File: src/rtl/huffman_decoder_canon_if.sv
// rtl/huffman_decoder_canon_if.sv - bit-stream input and symbol output handshakes of the canonical Huffman decoder
interface huffman_decoder_canon_if #(
    parameter int IN_W  = 4,
    parameter int SYM_W = 4
) ();
    localparam int LEN_W = $clog2(IN_W + 1);

    logic             s_valid;
    logic [IN_W-1:0]  s_data;
    logic [LEN_W-1:0] s_len;
    logic             s_ready;
    logic             m_valid;
    logic [SYM_W-1:0] m_data;
    logic             m_ready;

    // Producer of bits / consumer of symbols
    modport master (
        output s_valid, s_data, s_len, m_ready,
        input  s_ready, m_valid, m_data
    );

    // The decoder itself
    modport slave (
        input  s_valid, s_data, s_len, m_ready,
        output s_ready, m_valid, m_data
    );
endinterface

File: src/rtl/huffman_decoder_canon.sv
// rtl/huffman_decoder_canon.sv - table-programmable canonical Huffman decoder with bit buffer, flush and error detect
module huffman_decoder_canon #(
    parameter int MAX_CODE = 9,
    parameter int IN_W     = 4,
    parameter int SYM_W    = 4,
    parameter int NUM_SYM  = 16,
    parameter int BUF_W    = MAX_CODE + IN_W
) (
    input  logic                         clk,
    input  logic                         reset,
    input  logic                         en,
    input  logic                         cfg_we,
    input  logic [1:0]                   cfg_sel,
    input  logic [4:0]                   cfg_addr,
    input  logic [15:0]                  cfg_data,
    input  logic                         flush,
    huffman_decoder_canon_if.slave       bus,
    output logic                         err,
    output logic [$clog2(BUF_W+1)-1:0]   bit_count
);
    localparam int CNT_W = $clog2(BUF_W + 1);
    localparam int LEN_W = $clog2(IN_W + 1);
    localparam int IDX_W = $clog2(NUM_SYM);
    localparam int LW    = $clog2(MAX_CODE + 1);

    typedef enum logic [1:0] {ST_CFG, ST_RUN, ST_ERR} state_t;

    state_t state;

    // Code tables, indexed by code length; entry 0 is never used
    logic [MAX_CODE-1:0] first_code [0:MAX_CODE];
    logic [MAX_CODE-1:0] code_count [0:MAX_CODE];
    logic [IDX_W-1:0]    base       [0:MAX_CODE];
    logic [SYM_W-1:0]    symbol     [0:NUM_SYM-1];

    // Oldest bit sits at the MSB; bits below bit_count are kept zero
    logic [BUF_W-1:0] buffer;
    logic             ready_q;

    logic                unused_cfg_bits;
    logic                l_addr_ok;
    logic                s_addr_ok;
    logic                hit;
    logic [LW-1:0]       hit_len;
    logic [IDX_W-1:0]    hit_idx;
    logic [MAX_CODE-1:0] code_l;
    logic [MAX_CODE-1:0] diff;
    logic                accept;
    logic                consume;
    logic                invalid;
    logic [LW-1:0]       shift_len;
    logic [BUF_W-1:0]    shifted;
    logic [BUF_W-1:0]    beat;
    logic [CNT_W-1:0]    cnt_after;
    logic [BUF_W-1:0]    buf_run;
    logic [CNT_W-1:0]    cnt_run;

    assign unused_cfg_bits = &{1'b0, cfg_data};

    assign l_addr_ok = (int'(cfg_addr) >= 1) && (int'(cfg_addr) <= MAX_CODE);
    assign s_addr_ok = int'(cfg_addr) < NUM_SYM;

    // Table writes; contents deliberately survive reset so a reset does not force reprogramming
    always_ff @(posedge clk) begin
        if (cfg_we && !en) begin
            case (cfg_sel)
                2'd0: if (l_addr_ok) first_code[cfg_addr[LW-1:0]] <= cfg_data[MAX_CODE-1:0];
                2'd1: if (l_addr_ok) code_count[cfg_addr[LW-1:0]] <= cfg_data[MAX_CODE-1:0];
                2'd2: if (l_addr_ok) base[cfg_addr[LW-1:0]]       <= cfg_data[IDX_W-1:0];
                default: if (s_addr_ok) symbol[cfg_addr[IDX_W-1:0]] <= cfg_data[SYM_W-1:0];
            endcase
        end
    end

    // Parallel length match; walking from longest to shortest lets the shortest hit win
    always_comb begin
        hit     = 1'b0;
        hit_len = '0;
        hit_idx = '0;
        code_l  = '0;
        diff    = '0;
        for (int l = MAX_CODE; l >= 1; l--) begin
            code_l = MAX_CODE'(buffer >> (BUF_W - l));
            diff   = code_l - first_code[l];
            if ((int'(bit_count) >= l) && (diff < code_count[l])) begin
                hit     = 1'b1;
                hit_len = LW'(l);
                hit_idx = IDX_W'(base[l] + IDX_W'(diff));
            end
        end
    end

    assign bus.s_ready = ready_q && !flush;
    assign accept      = bus.s_valid && bus.s_ready;
    assign consume     = (state == ST_RUN) && en && hit && (!bus.m_valid || bus.m_ready);
    assign invalid     = (state == ST_RUN) && !hit && (int'(bit_count) >= MAX_CODE);

    // Consume shifts first, then the new beat lands just below the surviving bits
    always_comb begin
        shift_len = consume ? hit_len : '0;
        shifted   = buffer << shift_len;
        cnt_after = bit_count - CNT_W'(shift_len);
        beat      = {bus.s_data, {MAX_CODE{1'b0}}} << (LEN_W'(IN_W) - bus.s_len);
        buf_run   = accept ? (shifted | (beat >> cnt_after)) : shifted;
        cnt_run   = cnt_after + (accept ? CNT_W'(bus.s_len) : '0);
    end

    // Control FSM with the buffer, output register and status flags
    always_ff @(posedge clk) begin
        if (reset) begin
            state       <= ST_CFG;
            buffer      <= '0;
            bit_count   <= '0;
            ready_q     <= 1'b0;
            bus.m_valid <= 1'b0;
            bus.m_data  <= '0;
            err         <= 1'b0;
        end else begin
            if (consume) begin
                bus.m_valid <= 1'b1;
                bus.m_data  <= symbol[hit_idx];
            end else if (bus.m_ready) begin
                bus.m_valid <= 1'b0;
            end

            case (state)
                ST_CFG: begin
                    buffer    <= '0;
                    bit_count <= '0;
                    err       <= 1'b0;
                    ready_q   <= en;
                    if (en) state <= ST_RUN;
                end
                ST_RUN: begin
                    if (!en) begin
                        state     <= ST_CFG;
                        buffer    <= '0;
                        bit_count <= '0;
                        ready_q   <= 1'b0;
                    end else if (flush) begin
                        buffer    <= '0;
                        bit_count <= '0;
                        ready_q   <= 1'b1;
                    end else begin
                        buffer    <= buf_run;
                        bit_count <= cnt_run;
                        if (invalid) begin
                            state   <= ST_ERR;
                            err     <= 1'b1;
                            ready_q <= 1'b0;
                        end else begin
                            ready_q <= int'(cnt_run) <= (BUF_W - IN_W);
                        end
                    end
                end
                ST_ERR: begin
                    ready_q <= 1'b0;
                    if (!en) begin
                        state     <= ST_CFG;
                        err       <= 1'b0;
                        buffer    <= '0;
                        bit_count <= '0;
                    end
                end
                default: state <= ST_CFG;
            endcase
        end
    end
endmodule
File: src/flat_wrapper.sv
// flat-port wrapper written by rule: the top's interface ports become plain ports
module huffman_decoder_canon_flat 
#(
    parameter int MAX_CODE = 9,
    parameter int IN_W     = 4,
    parameter int SYM_W    = 4,
    parameter int NUM_SYM  = 16,
    parameter int BUF_W    = MAX_CODE + IN_W
)
  (clk, reset, en, cfg_we, cfg_sel, cfg_addr, cfg_data, flush, err, bit_count, bus_s_valid, bus_s_data, bus_s_len, bus_m_ready, bus_s_ready, bus_m_valid, bus_m_data);
  huffman_decoder_canon_if #(.IN_W(IN_W), .SYM_W(SYM_W)) bus_i ();
  input  logic clk;
  input  logic reset;
  input  logic en;
  input  logic cfg_we;
  input  logic [1:0] cfg_sel;
  input  logic [4:0] cfg_addr;
  input  logic [15:0] cfg_data;
  input  logic flush;
  output logic err;
  output logic [$clog2(BUF_W+1)-1:0] bit_count;
  input wire logic [$bits(bus_i.s_valid)-1:0] bus_s_valid;
  input wire logic [$bits(bus_i.s_data)-1:0] bus_s_data;
  input wire logic [$bits(bus_i.s_len)-1:0] bus_s_len;
  input wire logic [$bits(bus_i.m_ready)-1:0] bus_m_ready;
  output wire logic [$bits(bus_i.s_ready)-1:0] bus_s_ready;
  output wire logic [$bits(bus_i.m_valid)-1:0] bus_m_valid;
  output wire logic [$bits(bus_i.m_data)-1:0] bus_m_data;
  assign bus_i.s_valid = bus_s_valid;
  assign bus_i.s_data = bus_s_data;
  assign bus_i.s_len = bus_s_len;
  assign bus_i.m_ready = bus_m_ready;
  assign bus_s_ready = bus_i.s_ready;
  assign bus_m_valid = bus_i.m_valid;
  assign bus_m_data = bus_i.m_data;
  huffman_decoder_canon #(.MAX_CODE(MAX_CODE), .IN_W(IN_W), .SYM_W(SYM_W), .NUM_SYM(NUM_SYM), .BUF_W(BUF_W)) u_core (.clk(clk), .reset(reset), .en(en), .cfg_we(cfg_we), .cfg_sel(cfg_sel), .cfg_addr(cfg_addr), .cfg_data(cfg_data), .flush(flush), .bus(bus_i), .err(err), .bit_count(bit_count));
endmodule
File: config.mk
export PLATFORM = sky130hd
export DESIGN_NAME = huffman_decoder_canon_flat
export DESIGN_NICKNAME = d
export VERILOG_FILES = /design/src/rtl/huffman_decoder_canon_if.sv /design/src/rtl/huffman_decoder_canon.sv /design/src/flat_wrapper.sv
export SDC_FILE = /design/constraint.sdc
export NUM_CORES = 1
export LEC_CHECK = 0
export ABC_CLOCK_PERIOD_IN_PS = 7100
export CORE_ASPECT_RATIO = 1.25
export CORE_MARGIN = 10
export CORE_UTILIZATION = 45
export DETAILED_ROUTE_END_ITERATION = 10
export PLACE_DENSITY = 0.69
export SLEW_MARGIN = 20
export SYNTH_ARGS = -nofsm -noshare
export SYNTH_HDL_FRONTEND = slang
export SYNTH_SLANG_ARGS = --single-unit
File: constraint.sdc
create_clock -name clk -period 7.1 [get_ports clk]
set_input_delay 1.42 -clock clk [delete_from_list [all_inputs] [get_ports clk]]
set_output_delay 1.42 -clock clk [all_outputs]
set_load 0.02 [all_outputs]
==> flow_summary.json, run 1 <==
{
  "yosysWarnings": 0,
  "hold_viol": 0,
  "synthCells": 1372,
  "postCtsHoldBufs": 0,
  "critPathMaxFanout": 11,
  "drive_above_1_share_pct": 6.87,
  "syn_area_um2": 16200,
  "syn_area_per_cell_um2": 11.8,
  "gp_congestion": 0.923,
  "clk_pin_slew_ns": 0.07,
  "hp-class": "register to register",
  "insertion_delay_ns": 0.57,
  "worst_pin_slew_ns": 1.08,
  "crit_path_end_kind": "register",
  "period_needed_ns": 6.57,
  "async_reset_ff_share_pct": 0,
  "num_vias": 10600,
  "routed_wl_mm": 37.0,
  "io_buffer_count": 40,
  "path_class": "register to register",
  "place_hpwl_mm": 26.1,
  "start_util_pct": 45.7,
  "p_per_area_nw_per_um2": 194,
  "antenna_found_initial": 0,
  "die_area_um2": 44100,
  "multi_input_area_um2": 7080,
  "wire_per_inst_um": 19.2,
  "cts_buffers": 30,
  "fin_setup_tns_ns": 0,
  "fin_skew_ns": 0.0197,
  "post_cts_buffers": 0,
  "fillers": 3035,
  "die_h_um": 232,
  "stdcell_count": 1929,
  "drt_iter0_drc": 741,
  "setup_viol": 0,
  "cts_root_buffer": "clkbuf_16",
  "cts_sinks": 288,
  "avgViaCountPerCell": 5.50,
  "htree_levels": 1,
  "timing.final.crit_share_pct": 92.5,
  "regArea_um2": 8390,
  "cp-start-kind": "register",
  "num_rows": 77,
  "syn-num-nets": 1583,
  "fin_hold_ws_ns": 0.471,
  "antenna_cells": 0,
  "gr-usage-all-layers_pct": 16.7,
  "grt_max_degree": 44,
  "overflow": 0,
  "maxCapViolCount": 0,
  "die_w_um": 190,
  "postLayoutCellArea_um2": 18200,
  "drtPass1Iterations": 5,
  "coreArea_um2": 35600,
  "cts_tree": "yes",
  "ir_drop_mv": 0.207,
  "cts_resized": 0,
  "placed_area_um2": 17200,
  "cp.arrival_ns": 7.02,
  "ys_types": 87,
  "seq_area_frac_synth_pct": 51.7,
  "rsz0062_at_grt": "no",
  "relSlewSlack_pct": 27.9,
  "post-route-util_pct": 51.1,
  "synth_edf_count": 262,
  "drc": 0,
  "critPathMostFrequentCell": "a21oi_1",
  "leakage_nw": 7.04,
  "place_inst": 1873,
  "grt_pass1_wl_mm": 58.2,
  "postRouteAntennaNets": 0,
  "syn_to_final_growth_pct": 11.9,
  "required_ns": 7.55,
  "clockBufferDepth": 3,
  "status": "completed",
  "nNetsFinal": 1642,
  "fmax_ghz": 0.152,
  "synth_flop_cell": "edfxtp_1",
  "cp_slowest_cell": "fa_1",
  "report.final.slew_viol_count": 0,
  "ioPinCount": 48,
  "grt_pass1_vias": 10800,
  "ys_ff_latch": 288,
  "cpPeakStageDelay_ns": 0.71
}
-- kinds of logic after synthesis --
kind of cell,after synthesis,synth area share (%)
compound gates,265,11.5
xor+xnor,92,5.05
fa+ha+maj,174,14.3
buf+inv,197,4.76
flops,288,51.7
mux,56,3.51
simple gates,300,9.21
-- final timing paths --
kind,cells past startpoint,to,start,slack [ns]
max reg2reg,29,u_core.ready_q,u_core.buffer[4],0.53
min reg2reg,2,u_core.ready_q,u_core.ready_q,0.47
min,2,u_core.ready_q,u_core.ready_q,0.47
max,29,u_core.ready_q,u_core.buffer[4],0.53
-- flip-flops by register name (all words and copies together), names as in the netlist --
| signal | count |
|---|---|
| u_core.symbol | 64 |
| u_core.first_code | 81 |
| u_core.base | 36 |
| u_core.ready_q | 1 |
| u_core.bus.m_data | 4 |
| u_core.bit_count | 4 |
| u_core.err | 1 |
| u_core.code_count | 81 |
| u_core.bus.m_valid | 1 |
| u_core.buffer | 13 |
| u_core.state | 2 |
-- through the flow --
step | setup WS [ns] | power (W)
final | 0.532 | 0.00353
after global routing | 0.0372 | 0.00363
after CTS | 0.531 | 0.00356
after detailed placement | 0.544 | 0.00200
after global placement | 0.701 | 0.00199
after floorplan | 1.10 | 0.00193
-- layout by cell type, fill, tap and decap left out, types with 9 or more instances in the layout --
cell             netlist  final
mux2i_1               49     49
and3_1                 9      9
nor2_1               101    101
nand3_1               20     20
a31oi_1               11     11
xor2_1                29     29
a21o_1                26     26
nand2b_1              18     18
o21ai_0               32     32
a221oi_1              15     15
nor2b_1               13     13
buf_4                  5     16
a22oi_1               16     16
edfxtp_1             262    262
dfxtp_1               26     26
ha_1                 155    155
xnor2_1               62     62
inv_1                168    168
clkdlybuf4s50_1        0     34
o211ai_1              10     10
nand2_1               67     67
clkbuf_16              0     31
nor3_1                17     17
a21oi_1               66     66
fa_1                  19     19
-- worst max-delay path: cells and delay by family (launching register included) --
family / cells / cell delay (ns)
xor gates and xnor gates: 2 / 0.42
and+or+nand+nor: 5 / 1.02
buffers and inverters: 3 / 0.21
adders and majority gates: 6 / 2.11
DFF: 1 / 0.38
AOI/OAI and AO/OA: 13 / 2.32
-- cell usage after synthesis (20+ instances only) --
cell | n | area, um^2
a21oi_1 | 66 | 330
xnor2_1 | 62 | 543
ha_1 | 155 | 1940
a21o_1 | 26 | 195
inv_1 | 168 | 631
nand3_1 | 20 | 100
nor2_1 | 101 | 379
dfxtp_1 | 26 | 521
mux2i_1 | 49 | 490
xor2_1 | 29 | 254
o21ai_0 | 32 | 160
edfxtp_1 | 262 | 7870
nand2_1 | 67 | 251
-- layout make-up --
type	instances	area share [%]
inverters	168	3.47
repair buffers	56	2.70
clock buffers	40	4.62
multi-input cells	887	39.0
well taps	474	3.26
flip-flops and latches	288	46.2
clock inverters	16	0.826
-- report_power, final --
part	switching [W]	total, W	internal (W)
clock	0.000661	0.00157	0.000906
combinational	0.0000732	0.000106	0.0000323
sequential	0.00000234	0.00185	0.00185
total	0.000737	0.00353	0.00279
-- routing by layer --
metal	vias up	wire length, um	global-route usage, %
li1	5118	-	-
met1	5122	15400	19.8
met2	275	18400	29.5
met3	92	1730	2.41
met4	0	1480	7.13
met5	-	0	0
No activity file was read; power rests on OpenSTA's default activity.
==> run 2: changes to the inputs <==
--- a/config.mk
+++ b/config.mk
@@ -6,7 +6,6 @@
 export NUM_CORES = 1
 export LEC_CHECK = 0
 export ABC_CLOCK_PERIOD_IN_PS = 7100
-export CORE_ASPECT_RATIO = 1.25
 export CORE_MARGIN = 10
 export CORE_UTILIZATION = 45
 export DETAILED_ROUTE_END_ITERATION = 10
==> run 2 against run 1 <==
  * Global-route usage up 0.20 points
  * Largest cell class unchanged
  * Highest routed layer unchanged
  * Worst setup slack gained 0.11 ns
  * Core utilization up 0.17 points
==> flow_summary.json, run 2 (same netlist as run 1, synthesis figures left out) <==
{
  "status": "completed",
  "switching_share_pct": 21.1,
  "fin_hold_ws_ns": 0.471,
  "worst_pin_slew_ns": 1.11,
  "wire_per_inst_um": 19.6,
  "gr-usage-all-layers_pct": 16.9,
  "grt_max_degree": 44,
  "syn_to_final_growth_pct": 12.3,
  "cts_root_buffer": "clkbuf_16",
  "worstSetupPathDepth": 29,
  "intPower_w": 0.00286,
  "final_common_cell": "edfxtp_1",
  "seq_power_share_pct": 51.2,
  "timing.critical_path.buf_inv": 3,
  "grt_pass1_vias": 10800,
  "clk_pin_slew_ns": 0.06,
  "routed_wl_mm": 37.6,
  "cp_slowest_cell": "fa_1",
  "cp-start-kind": "register",
  "post_cts_buffers": 0,
  "crit_path_end_kind": "register",
  "path_class": "register to register",
  "top_layer": "met4",
  "ir_drop_mv": 0.223,
  "rsz0062_at_grt": "no",
  "num_rows": 69,
  "antenna_cells": 0,
  "drive_above_1_share_pct": 6.64,
  "nNetsFinal": 1647,
  "hold_viol": 0,
  "start_util_pct": 45.7,
  "postRouteAntennaNets": 0,
  "drtPass1Iterations": 5,
  "setup_viol": 0,
  "coreArea_um2": 35600,
  "maxCapViolCount": 0,
  "place_hpwl_mm": 26.1,
  "antenna_found_initial": 0,
  "comb_power_share_pct": 3.0,
  "cts_tree": "yes",
  "wl_met1_mm": 16.6,
  "clockBufferDepth": 3,
  "critPathMaxFanout": 11,
  "fmax_ghz": 0.155,
  "ioPinCount": 48,
  "period_needed_ns": 6.46,
  "cp.arrival_ns": 6.86,
  "grt_pass1_wl_mm": 59.1,
  "avgViaCountPerCell": 5.60,
  "insertion_delay_ns": 0.52,
  "gp_congestion": 0.919,
  "r2r_cells": 29,
  "timing.final.crit_share_pct": 91.0,
  "report.final.slew_viol_count": 0,
  "postCtsHoldBufs": 0,
  "critPathMostFrequentCell": "a21oi_1",
  "fin_skew_ns": 0.0279,
  "postLayoutCellArea_um2": 18200,
  "htree_levels": 2,
  "total_power_w": 0.00362,
  "num_vias": 10800,
  "io_buffer_count": 40,
  "fin_setup_tns_ns": 0,
  "relSlewSlack_pct": 26.0,
  "drc": 0,
  "p_per_area_nw_per_um2": 199,
  "cts_buffers": 35,
  "die_area_um2": 44100,
  "power_frac_clock_pct": 45.8,
  "cts_sinks": 288,
  "multi_input_area_um2": 7080,
  "wl_met3_mm": 2.15,
  "cpPeakStageDelay_ns": 0.70,
  "die_w_um": 210,
  "fillers": 3092,
  "dr_wl_met2_mm": 18.0,
  "netSwitchingPower_w": 0.000763,
  "leakage_nw": 7.07,
  "whs_path_depth": 2,
  "cts_resized": 0,
  "drt_iter0_drc": 881,
  "die_h_um": 210,
  "regArea_um2": 8390,
  "hp-class": "register to register",
  "final_cell_mix": "edfxtp_1 (262), inv_1 (168), ha_1 (155)",
  "placed_area_um2": 17200,
  "path_delay_family": "compound AO/OA/AOI/OAI gates",
  "required_ns": 7.50,
  "overflow": 0
}
==> run 2: cell count changes in the layout (fill, tap and decap cells not counted), moves of 2 or more <==
| cell | previous run | this run |
|---|---|---|
| buf_2 | 6 | 3 |
| clkbuf_1 | 6 | 12 |
| clkbuf_16 | 31 | 35 |
| clkdlybuf4s50_1 | 34 | 36 |
| clkinv_2 | 6 | 4 |
| clkinv_8 | 0 | 2 |
| clkinvlp_4 | 2 | 0 |
==> run 2: per-layer routing <==
layer | GRT usage [%] | up-vias
met5 | 0 | -
met4 | 5.21 | 0
met3 | 3.16 | 63
met2 | 28.1 | 298
met1 | 21.8 | 5276
li1 | - | 5121
==> run 2: worst reg2reg max path, delay by kind of cell (launching register included) <==
kind	cells	cell delay [ns]
buffers and inverters	3	0.21
flip-flops	1	0.39
XOR/XNOR	2	0.35
AND/OR/NAND/NOR	5	0.91
AO/OA/AOI/OAI	13	2.40
adder cells (fa/ha/maj)	6	2.09
==> run 2: final timing paths <==
path,start,endpoint,slack [ns]
max,u_core.buffer[4],u_core.ready_q,0.64
min,u_core.ready_q,u_core.ready_q,0.47
max reg2reg,u_core.buffer[4],u_core.ready_q,0.64
min reg2reg,u_core.ready_q,u_core.ready_q,0.47
==> run 2: stage by stage <==
stage,utilization (%),std cells,worst slack (ns)
after floorplan,-,1372,1.10
after global placement,48.3,1860,0.823
after detailed placement,48.3,1860,0.781
after CTS,51.3,1921,0.712
after global routing,51.3,1921,0.0913
final,51.3,1921,0.640
==> run 2: power by group through the flow <==
| stage | sequential (W) | combinational, W | clock [W] |
|---|---|---|---|
| floorplan | 0.00189 | 0.0000437 | 0 |
| global placement | 0.00189 | 0.000104 | 0 |
| detailed placement | 0.00189 | 0.000107 | 0 |
| CTS | 0.00186 | 0.000107 | 0.00169 |
| global route | 0.00186 | 0.000116 | 0.00176 |
| finish | 0.00186 | 0.000107 | 0.00166 |
==> run 2: final cells by class <==
| type | count | area share [%] |
|---|---|---|
| clock inverter | 12 | 0.611 |
| inverter | 168 | 3.46 |
| clock buffer | 49 | 5.20 |
| timing repair buffer | 56 | 2.74 |
| tap | 461 | 3.16 |
| multi-input combinational | 887 | 38.8 |
| sequential | 288 | 46.0 |
==> run 3: changes to the inputs <==
--- a/config.mk
+++ b/config.mk
@@ -5,6 +5,7 @@
 export SDC_FILE = /design/constraint.sdc
 export NUM_CORES = 1
 export LEC_CHECK = 0
+export ABC_AREA = 1
 export ABC_CLOCK_PERIOD_IN_PS = 7100
 export CORE_MARGIN = 10
 export CORE_UTILIZATION = 45
@@ -14,3 +15,4 @@
 export SYNTH_ARGS = -nofsm -noshare
 export SYNTH_HDL_FRONTEND = slang
 export SYNTH_SLANG_ARGS = --single-unit
+export TNS_END_PERCENT = 10
==> run 3 against run 2 <==
  * Clock skew fell by 0.011 ns
  * Non-clock buffer count fell by 4
  * Register-to-register slack got worse by 0.10 ns
  * Die area rose by 5.2%
  * Highest routed layer unchanged
  * Flip-flop and latch count did not move
  * Largest power group unchanged
==> flow_summary.json, run 3 <==
{
  "final_common_cell": "nand2_1",
  "cts_tree": "yes",
  "met1_usage_pct": 21.5,
  "hold_viol": 0,
  "async_reset_ff_share_pct": 0,
  "post-synth-top-area-fraction_pct": 45.8,
  "htree_levels": 2,
  "synth_edf_count": 262,
  "period_needed_ns": 6.56,
  "synth-xor-area-share_pct": 4.33,
  "synthMuxAreaShare_pct": 0.117,
  "synth_flop_cell": "edfxtp_1",
  "rsz0062_at_grt": "no",
  "postRouteAntennaNets": 0,
  "report.final.slew_viol_count": 0,
  "fmax_ghz": 0.152,
  "clk_pin_slew_ns": 0.05,
  "start_util_pct": 45.6,
  "wire_per_inst_um": 16.5,
  "timing.final.crit_share_pct": 92.5,
  "path_class": "register to register",
  "num_vias": 12400,
  "synth_top_family_by_area": "simple AND/OR/NAND/NOR gates",
  "syn-num-nets": 2029,
  "antenna_found_initial": 0,
  "post_cts_buffers": 0,
  "grt_busiest_layer": "met2",
  "cp-start-kind": "register",
  "seq_area_frac_synth_pct": 48.8,
  "drtPass1Iterations": 5,
  "drc": 0,
  "r2r_cells": 37,
  "gr-usage-all-layers_pct": 16.8,
  "syn_area_per_cell_um2": 9.45,
  "cts_root_buffer": "clkbuf_16",
  "synth_fa_ha_area_share_pct": 13.5,
  "overflow": 0,
  "leakage_nw": 8.60,
  "gp_congestion": 0.892,
  "critPathMaxFanout": 19,
  "grt_max_degree": 44,
  "coreArea_um2": 37700,
  "critPathMostFrequentCell": "inv_1",
  "fin_setup_tns_ns": 0,
  "cpPeakStageDelay_ns": 0.49,
  "worst_pin_slew_ns": 1.12,
  "hp-class": "register to register",
  "die_w_um": 215,
  "place_hpwl_mm": 28.0,
  "grt_pass1_wl_mm": 62.9,
  "p_per_area_nw_per_um2": 193,
  "fin_skew_ns": 0.0173,
  "avgViaCountPerCell": 5.14,
  "cts_sinks": 288,
  "insertion_delay_ns": 0.52,
  "io_buffer_count": 40,
  "synth_commonest_cells": "nand2_1 (359), inv_1 (337), edfxtp_1 (262)",
  "cp.arrival_ns": 6.96,
  "maxCapViolCount": 0,
  "synth_area_leaders": "edfxtp_1 (46%), ha_1 (11%), nand2_1 (7.8%), inv_1 (7.4%), nand3_1 (4.3%)",
  "synthCells": 1818,
  "synth-simple-area-share_pct": 19.3,
  "drt_iter0_drc": 959,
  "fin_hold_ws_ns": 0.479,
  "syn_to_final_growth_pct": 12.5,
  "gr-usage-met2_pct": 29.2,
  "yosysWarnings": 0,
  "synth_compound_area_share_pct": 5.58,
  "yosysTopAreaCell": "edfxtp_1",
  "drive_above_1_share_pct": 5.66,
  "num_rows": 71,
  "ir_drop_mv": 0.177,
  "ioPinCount": 48,
  "final_cell_mix": "nand2_1 (359), inv_1 (337), edfxtp_1 (262)",
  "status": "completed",
  "syn_area_um2": 17200,
  "synth.most_common_cell": "nand2_1",
  "relSlewSlack_pct": 24.9,
  "antenna_cells": 0,
  "use_met3_pct": 2.11,
  "ys_types": 50,
  "whs_path_depth": 2,
  "nNetsFinal": 2094,
  "routed_wl_mm": 39.8,
  "cts_buffers": 35,
  "cp_slowest_cell": "dfxtp_1",
  "die_area_um2": 46400,
  "crit_path_end_kind": "register",
  "grt_pass1_vias": 12100,
  "ys_ff_latch": 288,
  "die_h_um": 215,
  "required_ns": 7.50,
  "clockBufferDepth": 3,
  "setup_viol": 0
}
[run 3: cell count changes after synthesis, moves of 21 or more]
cell,previous run,this run
a21oi_1,66,92
inv_1,168,337
mux2i_1,49,2
nand2_1,67,359
nand3_1,20,149
nand3b_1,3,33
xnor2_1,62,35
xor2_1,29,50
[run 3: final timing paths]
kind,to,slack [ns],startpoint
max,u_core.ready_q,0.54,u_core.buffer[7]
min,u_core.buffer[3],0.48,u_core.buffer[3]
max reg2reg,u_core.ready_q,0.54,u_core.buffer[7]
min reg2reg,u_core.buffer[3],0.48,u_core.buffer[3]
[run 3: through the flow]
stage	instance area (um^2)	worst slack [ns]	total power (W)	utilization (%)	std cells
after floorplan	17200	1.46	0.00195	-	1818
after global placement	18200	0.475	0.00201	48.2	2357
after detailed placement	18200	0.283	0.00202	48.2	2357
after CTS	19300	0.234	0.00377	51.2	2420
after global routing	19300	0.0922	0.00385	51.3	2420
final	19300	0.536	0.00373	51.3	2420
[run 3: power breakdown]
part	switching (W)	leakage (nW)	internal (W)	total, W
logic	0.0000866	5.49	0.0000351	0.000122
clock network	0.000693	0.552	0.00106	0.00175
registers	0.00000320	2.56	0.00185	0.00186
total	0.000783	8.60	0.00295	0.00373
[run 3: layer usage]
layer | wire length (um) | vias up
met5 | 0 | -
met3 | 2390 | 64
met4 | 1020 | 0
li1 | - | 6140
met1 | 16900 | 5877
met2 | 19500 | 365
[run 3: layout make-up]
cell class              count  area (um^2)
clock inverters            22          198
fillers                  3398        18400
flip-flops and latches    288         8390
multi-input cells        1159         7370
inverters                 347         1310
clock buffers              41          941
well taps                 511          639
repair buffers             52          473
[run 3: cells by family (layout without fill, tap and decap cells)]
logic type      Yosys count  in the layout
fa+ha+maj               174            174
flops                   288            288
buf+inv                 371            462
mux                       2              2
xor+xnor                 85             85
compound gates          170            170
simple gates            728            728
[run 3: repair_timing]
item	in CTS	in global routing
hold buffers	0	0
endpoints found under the setup margin	0	1
gates resized for setup	0	2
[run 3: worst max-delay path, delay by kind of cell (launching register included)]
kind | cells | cell delay [ns]
compound gates | 7 | 1.24
simple gates | 14 | 1.46
buf+inv | 8 | 0.95
flops | 1 | 0.49
fa+ha+maj | 6 | 1.86
xor+xnor | 2 | 0.45
